[src/rtl/des_pkg.sv]
// Shared DES tables and helpers: IP, FP, E, P, PC1, PC2, S-boxes, the
// key rotation schedule, and the engine FSM state type.
// Table entries use the standard 1-based, MSB-first bit numbering.
package des_pkg;

  typedef enum logic [1:0] {
    ST_IDLE  = 2'd0,
    ST_ROUND = 2'd1,
    ST_DONE  = 2'd2
  } des_state_e;

  localparam int IP_TAB [64] = '{
    58, 50, 42, 34, 26, 18, 10, 2,
    60, 52, 44, 36, 28, 20, 12, 4,
    62, 54, 46, 38, 30, 22, 14, 6,
    64, 56, 48, 40, 32, 24, 16, 8,
    57, 49, 41, 33, 25, 17,  9, 1,
    59, 51, 43, 35, 27, 19, 11, 3,
    61, 53, 45, 37, 29, 21, 13, 5,
    63, 55, 47, 39, 31, 23, 15, 7
  };

  localparam int FP_TAB [64] = '{
    40, 8, 48, 16, 56, 24, 64, 32,
    39, 7, 47, 15, 55, 23, 63, 31,
    38, 6, 46, 14, 54, 22, 62, 30,
    37, 5, 45, 13, 53, 21, 61, 29,
    36, 4, 44, 12, 52, 20, 60, 28,
    35, 3, 43, 11, 51, 19, 59, 27,
    34, 2, 42, 10, 50, 18, 58, 26,
    33, 1, 41,  9, 49, 17, 57, 25
  };

  localparam int E_TAB [48] = '{
    32,  1,  2,  3,  4,  5,
     4,  5,  6,  7,  8,  9,
     8,  9, 10, 11, 12, 13,
    12, 13, 14, 15, 16, 17,
    16, 17, 18, 19, 20, 21,
    20, 21, 22, 23, 24, 25,
    24, 25, 26, 27, 28, 29,
    28, 29, 30, 31, 32,  1
  };

  localparam int P_TAB [32] = '{
    16,  7, 20, 21, 29, 12, 28, 17,
     1, 15, 23, 26,  5, 18, 31, 10,
     2,  8, 24, 14, 32, 27,  3,  9,
    19, 13, 30,  6, 22, 11,  4, 25
  };

  localparam int PC1_TAB [56] = '{
    57, 49, 41, 33, 25, 17,  9,
     1, 58, 50, 42, 34, 26, 18,
    10,  2, 59, 51, 43, 35, 27,
    19, 11,  3, 60, 52, 44, 36,
    63, 55, 47, 39, 31, 23, 15,
     7, 62, 54, 46, 38, 30, 22,
    14,  6, 61, 53, 45, 37, 29,
    21, 13,  5, 28, 20, 12,  4
  };

  localparam int PC2_TAB [48] = '{
    14, 17, 11, 24,  1,  5,
     3, 28, 15,  6, 21, 10,
    23, 19, 12,  4, 26,  8,
    16,  7, 27, 20, 13,  2,
    41, 52, 31, 37, 47, 55,
    30, 40, 51, 45, 33, 48,
    44, 49, 39, 56, 34, 53,
    46, 42, 50, 36, 29, 32
  };

  // SHIFT[1..16] stored at index 0..15
  localparam int SHIFT_TAB [16] = '{1, 1, 2, 2, 2, 2, 2, 2, 1, 2, 2, 2, 2, 2, 2, 1};

  // Row-major: entry = row*16 + column
  localparam int SBOX [8][64] = '{
    '{14,  4, 13,  1,  2, 15, 11,  8,  3, 10,  6, 12,  5,  9,  0,  7,
       0, 15,  7,  4, 14,  2, 13,  1, 10,  6, 12, 11,  9,  5,  3,  8,
       4,  1, 14,  8, 13,  6,  2, 11, 15, 12,  9,  7,  3, 10,  5,  0,
      15, 12,  8,  2,  4,  9,  1,  7,  5, 11,  3, 14, 10,  0,  6, 13},
    '{15,  1,  8, 14,  6, 11,  3,  4,  9,  7,  2, 13, 12,  0,  5, 10,
       3, 13,  4,  7, 15,  2,  8, 14, 12,  0,  1, 10,  6,  9, 11,  5,
       0, 14,  7, 11, 10,  4, 13,  1,  5,  8, 12,  6,  9,  3,  2, 15,
      13,  8, 10,  1,  3, 15,  4,  2, 11,  6,  7, 12,  0,  5, 14,  9},
    '{10,  0,  9, 14,  6,  3, 15,  5,  1, 13, 12,  7, 11,  4,  2,  8,
      13,  7,  0,  9,  3,  4,  6, 10,  2,  8,  5, 14, 12, 11, 15,  1,
      13,  6,  4,  9,  8, 15,  3,  0, 11,  1,  2, 12,  5, 10, 14,  7,
       1, 10, 13,  0,  6,  9,  8,  7,  4, 15, 14,  3, 11,  5,  2, 12},
    '{ 7, 13, 14,  3,  0,  6,  9, 10,  1,  2,  8,  5, 11, 12,  4, 15,
      13,  8, 11,  5,  6, 15,  0,  3,  4,  7,  2, 12,  1, 10, 14,  9,
      10,  6,  9,  0, 12, 11,  7, 13, 15,  1,  3, 14,  5,  2,  8,  4,
       3, 15,  0,  6, 10,  1, 13,  8,  9,  4,  5, 11, 12,  7,  2, 14},
    '{ 2, 12,  4,  1,  7, 10, 11,  6,  8,  5,  3, 15, 13,  0, 14,  9,
      14, 11,  2, 12,  4,  7, 13,  1,  5,  0, 15, 10,  3,  9,  8,  6,
       4,  2,  1, 11, 10, 13,  7,  8, 15,  9, 12,  5,  6,  3,  0, 14,
      11,  8, 12,  7,  1, 14,  2, 13,  6, 15,  0,  9, 10,  4,  5,  3},
    '{12,  1, 10, 15,  9,  2,  6,  8,  0, 13,  3,  4, 14,  7,  5, 11,
      10, 15,  4,  2,  7, 12,  9,  5,  6,  1, 13, 14,  0, 11,  3,  8,
       9, 14, 15,  5,  2,  8, 12,  3,  7,  0,  4, 10,  1, 13, 11,  6,
       4,  3,  2, 12,  9,  5, 15, 10, 11, 14,  1,  7,  6,  0,  8, 13},
    '{ 4, 11,  2, 14, 15,  0,  8, 13,  3, 12,  9,  7,  5, 10,  6,  1,
      13,  0, 11,  7,  4,  9,  1, 10, 14,  3,  5, 12,  2, 15,  8,  6,
       1,  4, 11, 13, 12,  3,  7, 14, 10, 15,  6,  8,  0,  5,  9,  2,
       6, 11, 13,  8,  1,  4, 10,  7,  9,  5,  0, 15, 14,  2,  3, 12},
    '{13,  2,  8,  4,  6, 15, 11,  1, 10,  9,  3, 14,  5,  0, 12,  7,
       1, 15, 13,  8, 10,  3,  7,  4, 12,  5,  6, 11,  0, 14,  9,  2,
       7, 11,  4,  1,  9, 12, 14,  2,  0,  6, 10, 13, 15,  3,  5,  8,
       2,  1, 14,  7,  4, 10,  8, 13, 15, 12,  9,  0,  3,  5,  6, 11}
  };

  // Permutations build the result MSB-first by shifting in one source bit per table entry.
  function automatic logic [63:0] des_ip(input logic [63:0] x);
    logic [63:0] y;
    y = '0;
    for (int j = 0; j < 64; j++) y = {y[62:0], x[6'(64 - IP_TAB[j])]};
    return y;
  endfunction

  function automatic logic [63:0] des_fp(input logic [63:0] x);
    logic [63:0] y;
    y = '0;
    for (int j = 0; j < 64; j++) y = {y[62:0], x[6'(64 - FP_TAB[j])]};
    return y;
  endfunction

  function automatic logic [47:0] des_e(input logic [31:0] x);
    logic [47:0] y;
    y = '0;
    for (int j = 0; j < 48; j++) y = {y[46:0], x[5'(32 - E_TAB[j])]};
    return y;
  endfunction

  function automatic logic [31:0] des_p(input logic [31:0] x);
    logic [31:0] y;
    y = '0;
    for (int j = 0; j < 32; j++) y = {y[30:0], x[5'(32 - P_TAB[j])]};
    return y;
  endfunction

  function automatic logic [55:0] des_pc1(input logic [63:0] x);
    logic [55:0] y;
    y = '0;
    for (int j = 0; j < 56; j++) y = {y[54:0], x[6'(64 - PC1_TAB[j])]};
    return y;
  endfunction

  function automatic logic [47:0] des_pc2(input logic [55:0] x);
    logic [47:0] y;
    y = '0;
    for (int j = 0; j < 48; j++) y = {y[46:0], x[6'(56 - PC2_TAB[j])]};
    return y;
  endfunction

  // Eight 6->4 lookups; row is the outer bit pair, column the inner four bits.
  function automatic logic [31:0] des_sbox(input logic [47:0] x);
    logic [31:0] y;
    logic [47:0] t;
    logic [5:0]  b;
    y = '0;
    t = x;
    for (int i = 0; i < 8; i++) begin
      b = t[47:42];
      t = {t[41:0], 6'd0};
      y = {y[27:0], 4'(SBOX[3'(i)][{b[5], b[0], b[4:1]}])};
    end
    return y;
  endfunction

  function automatic logic [27:0] rotl28(input logic [27:0] x, input logic [1:0] n);
    case (n)
      2'd1:    return {x[26:0], x[27]};
      2'd2:    return {x[25:0], x[27:26]};
      default: return x;
    endcase
  endfunction

  function automatic logic [27:0] rotr28(input logic [27:0] x, input logic [1:0] n);
    case (n)
      2'd1:    return {x[0], x[27:1]};
      2'd2:    return {x[1:0], x[27:2]};
      default: return x;
    endcase
  endfunction

  // Rotation applied before round rnd (1..16). Decrypt walks the schedule
  // backwards: round 1 uses C16/D16 (== C0/D0) as-is, later rounds undo SHIFT[18-rnd].
  function automatic logic [1:0] round_shift(input logic [4:0] rnd, input logic dec);
    if (!dec)             return 2'(SHIFT_TAB[4'(rnd - 5'd1)]);
    else if (rnd == 5'd1) return 2'd0;
    else                  return 2'(SHIFT_TAB[4'(5'd17 - rnd)]);
  endfunction

endpackage

[src/rtl/des_round.sv]
// One DES Feistel round including the on-the-fly subkey (rotate + PC2).
// Purely combinational so several can be chained per clock.
module des_round
  import des_pkg::*;
(
  input  logic [4:0]  round_i,
  input  logic        decrypt_i,
  input  logic [31:0] l_i,
  input  logic [31:0] r_i,
  input  logic [27:0] c_i,
  input  logic [27:0] d_i,
  output logic [31:0] l_o,
  output logic [31:0] r_o,
  output logic [27:0] c_o,
  output logic [27:0] d_o
);

  logic [1:0]  amt;
  logic [27:0] c_rot;
  logic [27:0] d_rot;
  logic [47:0] subkey;
  logic [31:0] f_out;

  // Subkey derivation and round function f(R, K)
  always_comb begin
    amt = round_shift(round_i, decrypt_i);
    if (decrypt_i) begin
      c_rot = rotr28(c_i, amt);
      d_rot = rotr28(d_i, amt);
    end else begin
      c_rot = rotl28(c_i, amt);
      d_rot = rotl28(d_i, amt);
    end
    subkey = des_pc2({c_rot, d_rot});
    f_out  = des_p(des_sbox(des_e(r_i) ^ subkey));
  end

  assign l_o = r_i;
  assign r_o = l_i ^ f_out;
  assign c_o = c_rot;
  assign d_o = d_rot;

endmodule

[src/rtl/des_iterative_engine.sv]
// Iterative DES encrypt/decrypt engine, ROUNDS_PER_CYCLE rounds per clock.
// Optional CBC chaining is built when DES_ENGINE_CBC_EN is defined;
// otherwise the engine is ECB-only and in_iv / in_chain_start are ignored.
//
// state    | meaning
// ST_IDLE  | in_ready high, waiting for a request
// ST_ROUND | Feistel rounds in progress
// ST_DONE  | result held on out_data until out_ready
module des_iterative_engine
  import des_pkg::*;
#(
  parameter int ROUNDS_PER_CYCLE = 1
) (
  input  logic        clk,
  input  logic        rst,
  input  logic        in_valid,
  output logic        in_ready,
  input  logic [63:0] in_data,
  input  logic [63:0] in_key,
  input  logic        in_decrypt,
  input  logic [63:0] in_iv,
  input  logic        in_chain_start,
  output logic        out_valid,
  input  logic        out_ready,
  output logic [63:0] out_data
);

  localparam int         NR        = ROUNDS_PER_CYCLE;
  localparam logic [4:0] STEP      = 5'(ROUNDS_PER_CYCLE);
  localparam logic [4:0] LAST_BASE = 5'(17 - ROUNDS_PER_CYCLE);

  generate
    if (!(NR == 1 || NR == 2 || NR == 4 || NR == 8 || NR == 16)) begin : g_bad_rounds
      $fatal(1, "des_iterative_engine: ROUNDS_PER_CYCLE must be 1, 2, 4, 8 or 16");
    end
  endgenerate

  des_state_e  state_q;
  logic        in_ready_q;
  logic        out_valid_q;
  logic [63:0] out_data_q;
  logic        decrypt_q;
  logic [4:0]  round_q;
  logic [31:0] l_q, r_q;
  logic [27:0] c_q, d_q;

  logic [NR:0][31:0] l_w, r_w;
  logic [NR:0][27:0] c_w, d_w;

  logic [63:0] core_in;
  logic [63:0] core_res;
  logic [63:0] result_w;
  logic [63:0] ip_w;
  logic [55:0] pc1_w;
  logic        accept;
  logic        out_fire;

  // in_ready_q is only ever high in ST_IDLE, so it doubles as the state qualifier
  assign accept   = in_valid & in_ready_q;
  assign out_fire = out_valid_q & out_ready;

  assign ip_w     = des_ip(core_in);
  assign pc1_w    = des_pc1(in_key);
  assign core_res = des_fp({r_w[NR], l_w[NR]});

  assign l_w[0] = l_q;
  assign r_w[0] = r_q;
  assign c_w[0] = c_q;
  assign d_w[0] = d_q;

  generate
    for (genvar g = 0; g < NR; g++) begin : g_round
      des_round u_round (
        .round_i   (round_q + 5'(g)),
        .decrypt_i (decrypt_q),
        .l_i       (l_w[g]),
        .r_i       (r_w[g]),
        .c_i       (c_w[g]),
        .d_i       (d_w[g]),
        .l_o       (l_w[g+1]),
        .r_o       (r_w[g+1]),
        .c_o       (c_w[g+1]),
        .d_o       (d_w[g+1])
      );
    end
  endgenerate

`ifdef DES_ENGINE_CBC_EN
  logic [63:0] chain_q;
  logic [63:0] blk_in_q;
  logic [63:0] chain_sel;

  assign chain_sel = in_chain_start ? in_iv : chain_q;
  assign core_in   = in_decrypt ? in_data : (in_data ^ chain_sel);
  assign result_w  = decrypt_q ? (core_res ^ chain_q) : core_res;

  // Chain register: IV load at accept, advance on the output handshake
  always_ff @(posedge clk) begin
    if (rst) begin
      chain_q  <= '0;
      blk_in_q <= '0;
    end else if (accept) begin
      chain_q  <= chain_sel;
      blk_in_q <= in_data;
    end else if (out_fire) begin
      chain_q  <= decrypt_q ? blk_in_q : out_data_q;
    end
  end
`else
  logic unused_ecb_inputs;
  assign unused_ecb_inputs = ^{in_iv, in_chain_start};
  assign core_in  = in_data;
  assign result_w = core_res;
`endif

  // Control FSM with registered handshake outputs and round datapath
  always_ff @(posedge clk) begin
    if (rst) begin
      state_q     <= ST_IDLE;
      in_ready_q  <= 1'b1;
      out_valid_q <= 1'b0;
      out_data_q  <= '0;
      decrypt_q   <= 1'b0;
      round_q     <= 5'd1;
      l_q         <= '0;
      r_q         <= '0;
      c_q         <= '0;
      d_q         <= '0;
    end else begin
      case (state_q)
        ST_IDLE: begin
          if (accept) begin
            l_q        <= ip_w[63:32];
            r_q        <= ip_w[31:0];
            c_q        <= pc1_w[55:28];
            d_q        <= pc1_w[27:0];
            decrypt_q  <= in_decrypt;
            round_q    <= 5'd1;
            in_ready_q <= 1'b0;
            state_q    <= ST_ROUND;
          end
        end
        ST_ROUND: begin
          l_q     <= l_w[NR];
          r_q     <= r_w[NR];
          c_q     <= c_w[NR];
          d_q     <= d_w[NR];
          round_q <= round_q + STEP;
          if (round_q == LAST_BASE) begin
            out_data_q  <= result_w;
            out_valid_q <= 1'b1;
            state_q     <= ST_DONE;
          end
        end
        ST_DONE: begin
          if (out_ready) begin
            out_valid_q <= 1'b0;
            in_ready_q  <= 1'b1;
            state_q     <= ST_IDLE;
          end
        end
        default: begin
          state_q     <= ST_IDLE;
          in_ready_q  <= 1'b1;
          out_valid_q <= 1'b0;
        end
      endcase
    end
  end

  assign in_ready  = in_ready_q;
  assign out_valid = out_valid_q;
  assign out_data  = out_data_q;

endmodule
[config.mk]
export PLATFORM = sky130hd
export DESIGN_NAME = des_iterative_engine
export DESIGN_NICKNAME = d
export VERILOG_FILES = /design/src/rtl/des_pkg.sv /design/src/rtl/des_round.sv /design/src/rtl/des_iterative_engine.sv
export SDC_FILE = /design/constraint.sdc
export NUM_CORES = 1
export LEC_CHECK = 0
export ABC_AREA = 1
export CAP_MARGIN = 40
export CORE_AREA = 2 2 103 105
export DETAILED_ROUTE_END_ITERATION = 10
export DIE_AREA = 0 0 105 107
export GPL_TIMING_DRIVEN = 0
export PLACE_DENSITY = 0.69
export RECOVER_POWER = 25
export REMOVE_ABC_BUFFERS = 1
export SLEW_MARGIN = 10
export SYNTH_ARGS = -nofsm -noshare
export SYNTH_HDL_FRONTEND = slang
export SYNTH_SLANG_ARGS = --single-unit
[constraint.sdc]
create_clock -name clk -period 3.3 [get_ports clk]
set_clock_uncertainty 0.2 [all_clocks]
set_input_delay 0.66 -clock clk [delete_from_list [all_inputs] [get_ports clk]]
set_output_delay 0.66 -clock clk [all_outputs]
set_load 0.005 [all_outputs]
=== Word level (Yosys, flattened, before mapping) ===
Memory sizes are Yosys's and may differ from the RTL's.
Cells that the tools add are included.

* Bits in registers: 134
* Bits in read-only memories: 9216
* Input bits: 198
* Output and inout port bits: 66
* Logic and storage cells: 90
* Memories: 6

{| class="wikitable"
|+ Memories
! memory !! words !! bits a word !! rd ports !! clocked after memory_dff !! wr ports !! RTL line !! source
|-
| (name not given) || 64 || 32 || 1 || 0 || 0 || des_pkg.sv:166 || <nowiki>y = {y[27:0], 4'(SBOX[3'(i)][{b[5], b[0], b[4:1]}])};</nowiki>
|-
| (name not given) || 64 || 32 || 1 || 0 || 0 || des_pkg.sv:166 ||
|-
| (name not given) || 64 || 32 || 1 || 0 || 0 || des_pkg.sv:166 ||
|-
| (name not given) || 64 || 32 || 1 || 0 || 0 || des_pkg.sv:166 ||
|-
| (name not given) || 16 || 32 || 1 || 0 || 0 || des_pkg.sv:190 || <nowiki>if (!dec) return 2'(SHIFT_TAB[4'(rnd - 5'd1)]);</nowiki>
|-
| (name not given) || 16 || 32 || 1 || 0 || 0 || des_pkg.sv:192 || <nowiki>else return 2'(SHIFT_TAB[4'(5'd17 - rnd)]);</nowiki>
|}

* Add/subtract/negate cells: 3
* Magnitude comparators: 6
* Eq/ne operators: 10
* Multiplexer cells: 35
* Bitwise logic cells: 11
* Reduce and logical (&&, ||, !) cells: 9

{| class="wikitable"
|+ Operator list
! operator !! count
|-
| 28-bit case mux with 2 select lines || 3
|-
| 32-bit case mux with 2 select lines || 2
|-
| 32-bit 2-to-1 mux || 2
|-
| 28-bit 2-to-1 mux || 2
|-
| 4-bit 2-to-1 mux || 8
|-
| 32-bit XOR || 1
|-
| 7-bit >= comparator, second input constant || 4
|-
| 6-bit inverter with 7-bit output || 4
|-
| 24-bit XOR || 1
|-
| 2-bit 2-to-1 mux || 9
|-
| 3-bit AND reduction || 4
|-
| 5-bit >= comparator, second input constant || 2
|-
| 4-bit inverter with 5-bit output || 2
|-
| 5-bit case mux with 2 select lines || 1
|-
| 2-bit inequality test, second input constant || 3
|-
| 1-bit case mux with 3 select lines || 2
|-
| 2-bit case mux with 3 select lines || 1
|-
| 2-bit AND reduction || 3
|-
| 5-bit by 1-bit adder with 5-bit output, second input constant || 1
|-
| 5-bit by 1-bit equality test with 1-bit output, second input constant || 1
|-
| 5-bit equality test, second input constant || 1
|-
| 5-bit 2-to-1 mux || 1
|-
| 2-bit by 1-bit equality test with 1-bit output, second input constant || 2
|-
| 2-bit equality test, second input constant || 2
|-
| 8 further kinds || 12
|}

=== Logic depth before layout (Yosys ltp) ===
* Depth after elaboration: 17
* Gate-level depth with buffers: 9
* Depth with buffers taken out: 8

=== Modules after synthesis ===
Synthesis repeated with hierarchy kept, for this count alone.

* Cells, all modules: 1698
* Area total of the unflattened synthesis: 10127.2 um^2

{| class="wikitable"
|+ By module, submodules not included
! module !! instances !! cells each !! area each (um^2) !! seq. area each (um^2)
|-
| des_iterative_engine || 1 || 1161 || 7440.9 || 3243.1
|-
| des_round || 1 || 537 || 2686.3 || 0.0
|}

=== Least setup slack after synthesis ===
OpenSTA, ideal clock, no wires.

* Kind: input to register
* From: input in_valid
* To: register round_q[3]
* Library setup time: 0.114 ns
* Arrival time: 1.262 ns
* Required time: 2.986 ns
* Setup slack: 1.724 ns
* Stages: 6
* Path buffers: 1
* Cell sequence: nand2_1 > inv_1 > nand2_1 > buf_4 > a21oi_1 > nor2_1

* Longest elaborated chain between the ends: 3

{| class="wikitable"
|+ RTL lines
! item !! RTL line !! source
|-
| start, declared || des_iterative_engine.sv:16 || <nowiki>input logic in_valid,</nowiki>
|-
| 1-bit bitwise AND || des_iterative_engine.sv:59 || <nowiki>assign accept = in_valid & in_ready_q;</nowiki>
|-
| 2-bit inequality test (no line) || -- ||
|-
| 2-bit AND reduction (no line) || -- ||
|-
| end signal, assigned || des_iterative_engine.sv:148 || <nowiki>round_q <= round_q + STEP;</nowiki>
|-
| end, declared || des_iterative_engine.sv:43 || <nowiki>logic [4:0] round_q;</nowiki>
|}

Every way passes these cells.
A chain may end at the register's enable or synchronous reset.

=== Final worst setup path ===
* From: input in_valid
* To: register r_q[30]

* Longest elaborated chain between the ends: 3

{| class="wikitable"
|+ RTL lines
! item !! RTL line !! source
|-
| 1-bit bitwise AND || des_iterative_engine.sv:59 ||
|-
| 2-bit inequality test (no line) || -- ||
|-
| 2-bit AND reduction (no line) || -- ||
|-
| end signal, assigned || des_iterative_engine.sv:134 || <nowiki>r_q <= ip_w[31:0];</nowiki>
|-
| end signal, assigned || des_iterative_engine.sv:145 || <nowiki>r_q <= r_w[NR];</nowiki>
|-
| end, declared || des_iterative_engine.sv:44 || <nowiki>logic [31:0] l_q, r_q;</nowiki>
|}

Every way passes these cells.

==> results.md <==
* # rows at 37
* HPWL after DPL at 3585 um
* CP endpoint kind: flop
* PD cells at 378.7 mW/mm^2
* Die area at 0.01124 mm^2
* Yosys top cell area share at 36.32%
* Worst EP required at 3.24 ns
* Critical path launch point type: primary input
* Sequential fraction of the synthesis area at 36.32%
* Min cycle time layout at 2.541 ns
* Pin count of the biggest net entering global routing at 24
* Final setup viols at 0
* Startpoint of the worst register-to-register path: round_q[0]$_SDFFE_PP1P_
* Vias per inst at 3.843
* Clk_lat worst skew at 0.29 ns
* Hold crit path type: flop to flop
* Non-filler cells, final at 485
* Total CTS buffers at 5
* Critical-path maximum fanout at 21
* Synth top area cells: dfxtp_1 (36%), buf_4 (17%), inv_1 (9.1%)
* Fin nets at 548
* Postcts setup bufs at 0
* Width of the die at 105 um
* Via count of the first global-routing pass at 1717
* Status: finished clean
* Leakage at 1.145 nW
* Placer Congestion at 0.7420
* Initial drt markers at 117
* Worst-margin pin slew at 0.8137 ns
* Core area at 0.01009 mm^2
* GRT Overall Usage at 9.005%
* F_max at 393.5 MHz
* Count of cell types in the netlist at 21
* Mean Syn Cell Area at 7.061 um^2
* Post-Synthesis Cells at 320
* Commonest non-fill, non-tap cells in the layout: inv_1 (55), nand2_1 (49), conb_1 (48)
* Antenna cells at 0
* Die outline height at 107 um
* Unrepaired setup endpoints after global routing: no
* Clk slew on worst S/H paths at 0.08 ns
* Final Hold Viols at 0
* CTS resizes at 0
* Synth area leader: dfxtp_1
* CTS tree: built
* # IOs at 264
* First-pass GRT wire length at 8349 um
* Filler cells at 1155
* Crit path kind: primary input to flop
* Max VDD drop at 161.9 uV
* Post-Syn Area at 0.002260 mm^2
* Commonest non-fill, non-tap cell in the layout: inv_1
* Routed wire length at 5104 um
* Root Driver: clkbuf_8
* Rel. slew slack at 45.58%
* Slew Viols, Final at 0
* Antenna Violating Nets Remaining at 0
* H-tree levels at 2
* DRC Markers at 0
* Clock Sinks at 41
* Max-Cap Viols at 0
* TritonRoute pass-1 iters at 4
* Synth-to-Final Area Change at 15.61%
* Gr ovfl total at 0
* Post-CTS Hold Buffers at 0
* Placed cell count at 477
* Total number of vias at 1864
* Final Cycle Share at 77.01%
* WL per Instance at 10.52 um
* Post-Route Setup TNS at 0 ns
* Starting density of the core at 22.39%
* Clock buffer depth at 2
* Antenna violations before repair at 0
* I/O Buffers at 37
* CP Launch Point: in_valid
* Start point of the worst hold path: out_valid$_SDFFE_PP0P_
* Share of layout cells above drive strength 1 at 4.011%
* Critical path arrival at 2.48 ns
* Synthesis warning total at 0
* Flops & latches, synth at 41
## layout make-up
type / count / area [um^2] / share of cell area [%]
multi-input cells: 206 / 954.7 / 36.54
flip-flops and latches: 41 / 820.8 / 31.42
repair buffers: 37 / 370.4 / 14.18
inverters: 57 / 214.0 / 8.190
well taps: 136 / 170.2 / 6.513
clock buffers: 6 / 72.57 / 2.778
clock inverters: 2 / 10.01 / 0.3831
## critical path: stages
cell and delay (ns):
clkdlybuf4s50_1 0.47, nand2_1 0.08, inv_1 0.39, nand2_1 0.57, nand3_1 0.23, a21oi_1 0.08
## path summary, 6_finish.rpt
check,to,slack (ns),cells past startpoint
setup / recovery,r_q[30]$_SDFFE_PP0P_,0.76,6
hold / removal,out_valid$_SDFFE_PP0P_,0.25,2
setup reg to reg,out_data[15]$_SDFFE_PP0P_,1.19,8
hold reg to reg,out_valid$_SDFFE_PP0P_,0.25,2
## per-stage QoR
step	area (um^2)	setup slack, ns	hold WS, ns	util [%]	power (W)
after floorplan	1989	1.391	0.2390	-	0.0006236
after global placement	2530	0.4877	0.2434	25.07	0.0006799
after detailed placement	2530	0.4505	0.2402	25.07	0.0006827
after CTS	2613	0.7603	0.2600	25.89	0.0009979
after global routing	2613	0.5621	0.2892	25.89	0.001040
final	2613	0.7586	0.2543	25.89	0.0009894
## power by group
| group | internal (W) | leakage (nW) | switching, W |
|---|---|---|---|
| clock network | 0.000147 | 0.0450 | 0.000170 |
| registers | 0.000514 | 0.333 | 0.0000140 |
| logic | 0.0000508 | 0.767 | 0.0000936 |
| total | 0.000711 | 1.14 | 0.000278 |
## registers in the layout (all words and copies together), names as in the netlist
name       flops
in_ready       1
out_data      16
state_q        2
r_q           16
round_q        5
out_valid      1
## cell families after synthesis
| logic type | Yosys count | share of synthesized area, % |
|---|---|---|
| compound gates | 24 | 5.315 |
| fa+ha+maj | 2 | 1.107 |
| buf+inv | 120 | 29.24 |
| flops | 41 | 36.32 |
| other cells | 1 | 0.1660 |
| simple gates | 132 | 27.85 |
## per-layer routing
layer / wire [um] / share of wire, % / GRT usage [%] / up-vias
met5: 0 / 0 / 0 / -
met4: 70 / 1.4 / 2.190 / 0
met3: 346 / 6.8 / 2.432 / 7
met2: 2383 / 47 / 15.17 / 73
met1: 2304 / 45 / 11.44 / 833
li1: - / - / - / 951
## synthesized netlist by cell type
cell type,n
buf_2,6
or2_2,1
nand3b_1,1
dfxtp_1,41
a21oi_1,23
nand2_1,49
clkinv_1,1
buf_4,52
nand3_1,39
nor2_4,3
ha_1,2
nor2_1,21
clkbuf_1,4
conb_1,1
nand4_1,16
nand2_2,1
buf_6,1
o21ai_0,1
inv_2,1
nand3_4,1
inv_1,55
Note: power is estimated with default switching activity, not from simulation.
